File: src/rtl/arith_pkg.sv
// Shared arithmetic-datapath definitions: divider FSM encoding, default
// operand width and the iteration-counter width helper.
package arith_pkg;

  // Default operand/result width for the arithmetic blocks.
  localparam int DEFAULT_WIDTH = 8;

  // Sequential divider control states.
  typedef enum logic [1:0] {
    IDLE = 2'd0,
    CALC = 2'd1,
    DONE = 2'd2
  } div_state_t;

  // Bits needed to hold an iteration count of width-1, never less than one.
  function automatic int cnt_width(input int width);
    int w;
    w = $clog2(width);
    return (w < 1) ? 1 : w;
  endfunction

  localparam int DEFAULT_CNT_WIDTH = cnt_width(DEFAULT_WIDTH);

endpackage : arith_pkg

File: src/rtl/div_step.sv
// One restoring-division iteration, purely combinational. The partial
// remainder is shifted left with the next dividend bit entering at the LSB,
// then the divisor is trial-subtracted; a non-negative result is kept and
// yields a quotient bit of 1, otherwise the shifted remainder is restored.
module div_step
  import arith_pkg::*;
#(
  parameter int WIDTH = DEFAULT_WIDTH
) (
  input  logic [WIDTH-1:0] r,
  input  logic             q_msb,
  input  logic [WIDTH-1:0] divisor,
  output logic [WIDTH-1:0] r_next,
  output logic             q_bit
);

  logic [WIDTH-1:0] r_shift;
  logic [WIDTH:0]   trial;

  // The partial remainder is always below the divisor, so its MSB is zero
  // whenever the shift happens; dropping it loses nothing.
  logic unused_r_msb;
  assign unused_r_msb = r[WIDTH-1];

  assign r_shift = {r[WIDTH-2:0], q_msb};

  // Trial subtract in WIDTH+1 bits; the extra MSB is the borrow.
  assign trial = {1'b0, r_shift} - {1'b0, divisor};

  // Keep the difference when no borrow occurred, otherwise restore.
  always_comb begin
    q_bit  = ~trial[WIDTH];
    r_next = trial[WIDTH] ? r_shift : trial[WIDTH-1:0];
  end

endmodule : div_step

File: src/rtl/seq_divider.sv
// Multi-cycle unsigned restoring divider, one quotient bit per clock.
// start/busy/done handshake; results are held until the next operation
// completes. Division by zero short-circuits to DONE with all-ones quotient,
// the dividend as remainder and div_by_zero set.
module seq_divider
  import arith_pkg::*;
#(
  parameter int WIDTH = DEFAULT_WIDTH
) (
  input  logic             clk,
  input  logic             rst,
  input  logic             start,
  input  logic [WIDTH-1:0] dividend,
  input  logic [WIDTH-1:0] divisor,
  output logic             busy,
  output logic             done,
  output logic [WIDTH-1:0] quotient,
  output logic [WIDTH-1:0] remainder,
  output logic             div_by_zero
);

  localparam int CW = cnt_width(WIDTH);

  div_state_t state, state_next;

  // Working registers: partial remainder, dividend/quotient shift register,
  // latched divisor and iteration counter.
  logic [WIDTH-1:0] rem_q;
  logic [WIDTH-1:0] quo_q;
  logic [WIDTH-1:0] dvs_q;
  logic [CW-1:0]    cnt_q;

  logic [WIDTH-1:0] step_r;
  logic             step_q_bit;
  logic [WIDTH-1:0] quo_shift;

  logic accept;
  logic accept_zero;
  logic last_iter;

  // Start is only honoured in IDLE; a zero divisor bypasses CALC.
  assign accept      = (state == IDLE) && start;
  assign accept_zero = accept && (divisor == '0);
  assign last_iter   = (state == CALC) && (cnt_q == '0);

  div_step #(
    .WIDTH (WIDTH)
  ) u_step (
    .r       (rem_q),
    .q_msb   (quo_q[WIDTH-1]),
    .divisor (dvs_q),
    .r_next  (step_r),
    .q_bit   (step_q_bit)
  );

  // Dividend bits leave at the top while quotient bits enter at the bottom.
  assign quo_shift = {quo_q[WIDTH-2:0], step_q_bit};

  // State register.
  // NOTE: sequential state uses non-blocking assignments so every flop samples
  // pre-edge values regardless of process evaluation order.
  always_ff @(posedge clk or posedge rst) begin
    if (rst) begin
      state <= IDLE;
    end else begin
      state <= state_next;
    end
  end

  // Next-state logic.
  // NOTE: state_next gets a default before the case so no path leaves it
  // unassigned, which would otherwise infer a latch.
  always_comb begin
    state_next = state;
    case (state)
      IDLE: begin
        if (accept) begin
          state_next = accept_zero ? DONE : CALC;
        end
      end
      CALC: begin
        if (cnt_q == '0) begin
          state_next = DONE;
        end
      end
      DONE:    state_next = IDLE;
      default: state_next = IDLE;
    endcase
  end

  // Status outputs decode directly from the state, so they can never overlap.
  always_comb begin
    busy = (state == CALC);
    done = (state == DONE);
  end

  // Iteration datapath: load on accept, one restoring step per CALC cycle.
  always_ff @(posedge clk or posedge rst) begin
    if (rst) begin
      rem_q <= '0;
      quo_q <= '0;
      dvs_q <= '0;
      cnt_q <= '0;
    end else if (accept && !accept_zero) begin
      rem_q <= '0;
      quo_q <= dividend;
      dvs_q <= divisor;
      cnt_q <= CW'(WIDTH - 1);
    end else if (state == CALC) begin
      rem_q <= step_r;
      quo_q <= quo_shift;
      if (cnt_q != '0) begin
        cnt_q <= cnt_q - CW'(1);
      end
    end
  end

  // Result registers change only on entry to DONE and hold otherwise.
  always_ff @(posedge clk or posedge rst) begin
    if (rst) begin
      quotient    <= '0;
      remainder   <= '0;
      div_by_zero <= 1'b0;
    end else if (accept_zero) begin
      quotient    <= '1;
      remainder   <= dividend;
      div_by_zero <= 1'b1;
    end else if (last_iter) begin
      quotient    <= quo_shift;
      remainder   <= step_r;
      div_by_zero <= 1'b0;
    end
  end

endmodule : seq_divider

File: config.mk
export PLATFORM = sky130hd
export DESIGN_NAME = seq_divider
export DESIGN_NICKNAME = d
export VERILOG_FILES = /design/src/rtl/arith_pkg.sv /design/src/rtl/div_step.sv /design/src/rtl/seq_divider.sv
export SDC_FILE = /design/constraint.sdc
export NUM_CORES = 1
export LEC_CHECK = 0
export ABC_AREA = 1
export BUFFER_PORTS_ARGS = -buffer_cell sky130_fd_sc_hd__clkbuf_2
export CAP_MARGIN = 20
export CORE_AREA = 2 2 76 78
export CTS_CLUSTER_DIAMETER = 80
export DETAILED_ROUTE_END_ITERATION = 8
export DIE_AREA = 0 0 78 80
export HOLD_SLACK_MARGIN = 0.08
export PLACE_DENSITY = 0.64
export SETUP_SLACK_MARGIN = 0.4
export SYNTH_ARGS = -nofsm -noshare
export SYNTH_HDL_FRONTEND = slang
export SYNTH_SLANG_ARGS = --single-unit
File: constraint.sdc
create_clock -name clk -period 4.17 [get_ports clk]
set_input_delay 0.834 -clock clk [delete_from_list [all_inputs] [get_ports clk]]
set_output_delay 0.834 -clock clk [all_outputs]
set_load 0.005 [all_outputs]
==> reports/results.ini <==
[sta]
post-route-min-period_ps = 2250
final_hold_viol_count = 0
maxSlewViolCount = 0
tightest_pin_transition_ps = 959
unrepaired_setup_endpoints_after_global_routing = false
fmaxAchievable_mhz = 445
portion_of_the_clock_cycle_consumed_by_the_worst_path_in_the_final_layout = 0.539
max-slew-margin-rel = 0.360
report.final.setup_viol = 0
timing.clock.skew_ps = 9.54
finalSetupTns_ps = 0

[place]
gpl.final_weighted_congestion = 0.796
dp.cells = 391
dp_hpwl_um = 3720
numPortBuffers = 37

[finish]
nNetsFinal = 357
final_layout_size_suffix_gt1_frac = 0.180
diodes = 0
finalCoreUtilization = 0.506
layout.cells.non_filler = 399
synthToLayoutAreaGrowth_pct = 13.8

[routing]
drt_wl_total_um = 5050
via_count = 1955
route.detailed.wl_per_inst_um = 12.6
route.antenna.remaining_nets = 0
detail_route.drc_violations = 0
detail_route.vias_per_cell = 4.90
drt_first_iter_violations = 106
detailedRoute.firstPassIterationCount = 4

[power_and_ir_drop]
switching_share = 0.427
power.density_mw_per_mm2 = 813
p_clk_frac = 0.150
switching_power_uw = 951
power.ir.vdd_worst_uv = 312
intPower_mw = 1.27
static-leakage-power_nw = 1.42
seqPwrFrac = 0.342
combPwrFrac = 0.508

[clock_network]
cts_root_buf = sky130_fd_sc_hd__clkbuf_8
clk_path_buf_depth = 2
ctsResizeCount = 0
tritoncts = done
cts.clk_slew.worst_paths_ps = 90
cts-hold-fix-buffers = 0
numCtsBuffers = 5
cts_setup_buffers = 0
clock_insertion_delay_worst_skew_ps = 300
tritoncts_num_sinks = 45
h-tree-depth = 2

[worst_setup_path]
crit_cells = 8
worst_path_most_repeated_cell = sky130_fd_sc_hd__nand2_2
r2r.worst_path.cells = 11
startpoint = divisor[6]
critPathSlowestCell = sky130_fd_sc_hd__nand2_2
critical_path.endpoint = quo_q[7]$_DFFE_PP0P_
worstPathArrival_ps = 2460
critPathTopFamily = simple AND/OR/NAND/NOR gates
worstSetupEndpointType = register
regToRegSetupSlack_ps = 1940
critical_path.reg2reg.startpoint = quo_q[7]$_DFFE_PP0P_
crit-reg2reg-capture = remainder[5]$_DFFE_PP0P_
worst-setup-path-type = in -> reg
worstPathCellList = clkbuf_2 -> nor2_1 -> nand2_1 -> nor2_2 -> inv_1 -> nand2_2 -> nand2_2 -> o211ai_1
crit_buf_inv = 2
startpoint_type = input pin
critPathMaxFanout = 31
worst-endpoint-required_ps = 4380
worst_path_largest_cell_delay_ps = 460

[die]
die_h_um = 80
initial_utilization = 0.445
floorplan.io_pins = 38
die_area_sq_mm = 0.00624
die_x_um = 78
fp.coreArea_sq_mm = 0.00541
placementRows = 27

[logic_synthesis]
seq_total_area_yosys = 0.468
post_synth_instance_area_sq_mm = 0.00240
yosysWarningCount = 0
synth.distinct_cells = 29
synthesis.instances = 290
syn-mean-instance-area_sq_um = 8.29
synth.net_count = 321
yosys_register_bits = 45

[min_path]
hold_path_class = reg -> reg
min_delay_path_depth = 2

[global_route]
vias_in_the_first_global_route = 1841
grt_use_total = 0.180
global_route_wire_length_before_repair_um = 8770
antenna_found_initial = 0
grt_start_max_net_pins = 46
overflow = 0

[run]
drv.max_cap_violation_count = 0

[outcome]
status = complete, no violations

-- synth_stat cells --
library cell	count	area, sq um
sky130_fd_sc_hd__nand2_2	6	37.5
sky130_fd_sc_hd__dfrtp_1	45	1130
sky130_fd_sc_hd__or2_2	3	18.8
sky130_fd_sc_hd__nor2_1	29	109
sky130_fd_sc_hd__nor2_2	2	12.5
sky130_fd_sc_hd__buf_6	2	22.5
sky130_fd_sc_hd__nor3b_4	1	18.8
sky130_fd_sc_hd__o211ai_1	2	15.0
sky130_fd_sc_hd__inv_4	1	6.26
sky130_fd_sc_hd__ha_1	11	138
sky130_fd_sc_hd__a21oi_1	21	105
sky130_fd_sc_hd__clkbuf_1	1	3.75
sky130_fd_sc_hd__buf_4	1	7.51
sky130_fd_sc_hd__o21ai_1	2	10.0
sky130_fd_sc_hd__o22ai_1	1	6.26
sky130_fd_sc_hd__o22a_1	1	8.76
sky130_fd_sc_hd__o221ai_1	6	52.6
sky130_fd_sc_hd__xnor2_1	1	8.76
sky130_fd_sc_hd__o21ai_0	12	60.1
sky130_fd_sc_hd__inv_1	46	173
sky130_fd_sc_hd__o21bai_1	5	37.5
sky130_fd_sc_hd__clkinv_1	1	3.75
sky130_fd_sc_hd__xor2_1	2	17.5
sky130_fd_sc_hd__nand3_1	35	175
sky130_fd_sc_hd__mux2_2	1	11.3
sky130_fd_sc_hd__nand2_1	46	173
sky130_fd_sc_hd__buf_2	4	20.0
sky130_fd_sc_hd__nand3b_1	1	7.51
sky130_fd_sc_hd__fa_1	1	20.0
-- flip-flops by register name, summed over array words and instances, names as in the netlist --
register	flops
div_by_zero	1
dvs_q	8
quo_q	8
cnt_q	3
quotient	8
state	2
remainder	8
rem_q	7
-- cells by family after synthesis --
group / share of synthesized area
adders and majority gates: 0.0656
AOI/OAI and AO/OA: 0.123
xor gates and xnor gates: 0.0109
DFF: 0.468
muxes: 0.00468
buffers and inverters: 0.0983
and+or+nand+nor: 0.229
-- metrics by stage --
stage / setup WS, ps / instance area, sq um / hold WS, ps / total power [mW]
detailed placement: 1610 / 2630 / 477 / 1.91
CTS: 1920 / 2740 / 499 / 2.25
finish: 1920 / 2740 / 496 / 2.23
global route: 1700 / 2740 / 521 / 2.47
global placement: 1650 / 2630 / 468 / 1.89
floorplan: 2280 / 2400 / 459 / 1.62
-- cell type report --
| cell class | count | area, sq um |
|---|---|---|
| fill | 566 | 2670 |
| sequential | 45 | 1130 |
| multi-input combinational | 189 | 1040 |
| timing repair buffer | 37 | 185 |
| inverter | 48 | 183 |
| tap | 72 | 90.1 |
| clock buffer | 6 | 72.6 |
| clock inverter | 2 | 38.8 |
-- power groups by stage --
stage	clock network (mW)	logic (mW)	registers [mW]
after floorplan	0	0.867	0.756
after global placement	0	1.12	0.772
after detailed placement	0	1.14	0.773
after CTS	0.339	1.15	0.764
after global routing	0.356	1.32	0.786
final	0.333	1.13	0.762
-- how the worst min path moves through the flow --
stage,start,end,slack (ps)
CTS,quo_q[2]$_DFFE_PP0P_,quo_q[3]$_DFFE_PP0P_,500
floorplan,quo_q[0]$_DFFE_PP0P_,quo_q[1]$_DFFE_PP0P_,460
detailed placement,quo_q[2]$_DFFE_PP0P_,quo_q[3]$_DFFE_PP0P_,480
global placement,quo_q[2]$_DFFE_PP0P_,quo_q[3]$_DFFE_PP0P_,470
finish,quo_q[2]$_DFFE_PP0P_,quo_q[3]$_DFFE_PP0P_,500
global route,quo_q[0]$_DFFE_PP0P_,quo_q[1]$_DFFE_PP0P_,520
-- routing by layer --
layer  global-route usage  vias to the layer above  routed length, um
met5                    0                        -                  0
met4               0.0544                        0                 69
met3               0.0373                        7                155
met2                0.286                       32               2380
met1                0.250                      912               2440
li1                     -                     1004                  -
-- tightest hold or removal path: stages (launching register included) --
cell	delay, ps
sky130_fd_sc_hd__dfrtp_1	350
sky130_fd_sc_hd__nand2_1	50
sky130_fd_sc_hd__o221ai_1	50
-- placed cells by master (no fill, tap or decap) --
cell type,instances
sky130_fd_sc_hd__a21oi_1,21
sky130_fd_sc_hd__bufinv_16,1
sky130_fd_sc_hd__clkbuf_1,1
sky130_fd_sc_hd__clkbuf_2,37
sky130_fd_sc_hd__clkbuf_8,5
sky130_fd_sc_hd__clkinv_1,1
sky130_fd_sc_hd__clkinv_4,1
sky130_fd_sc_hd__dfrtp_1,45
sky130_fd_sc_hd__fa_1,1
sky130_fd_sc_hd__ha_1,11
sky130_fd_sc_hd__inv_1,45
sky130_fd_sc_hd__inv_2,1
sky130_fd_sc_hd__inv_4,1
sky130_fd_sc_hd__mux2_2,1
sky130_fd_sc_hd__nand2_1,46
sky130_fd_sc_hd__nand2_2,6
sky130_fd_sc_hd__nand3_1,35
sky130_fd_sc_hd__nand3b_1,1
sky130_fd_sc_hd__nor2_1,29
sky130_fd_sc_hd__nor2_2,2
sky130_fd_sc_hd__nor3b_4,1
sky130_fd_sc_hd__o211ai_1,2
sky130_fd_sc_hd__o21ai_0,12
sky130_fd_sc_hd__o21ai_1,2
sky130_fd_sc_hd__o21bai_1,5
sky130_fd_sc_hd__o221ai_1,6
sky130_fd_sc_hd__o22a_1,1
sky130_fd_sc_hd__o22ai_1,1
sky130_fd_sc_hd__or2_2,3
sky130_fd_sc_hd__xnor2_1,1
sky130_fd_sc_hd__xor2_1,2
(Power assumes the default switching activity.)
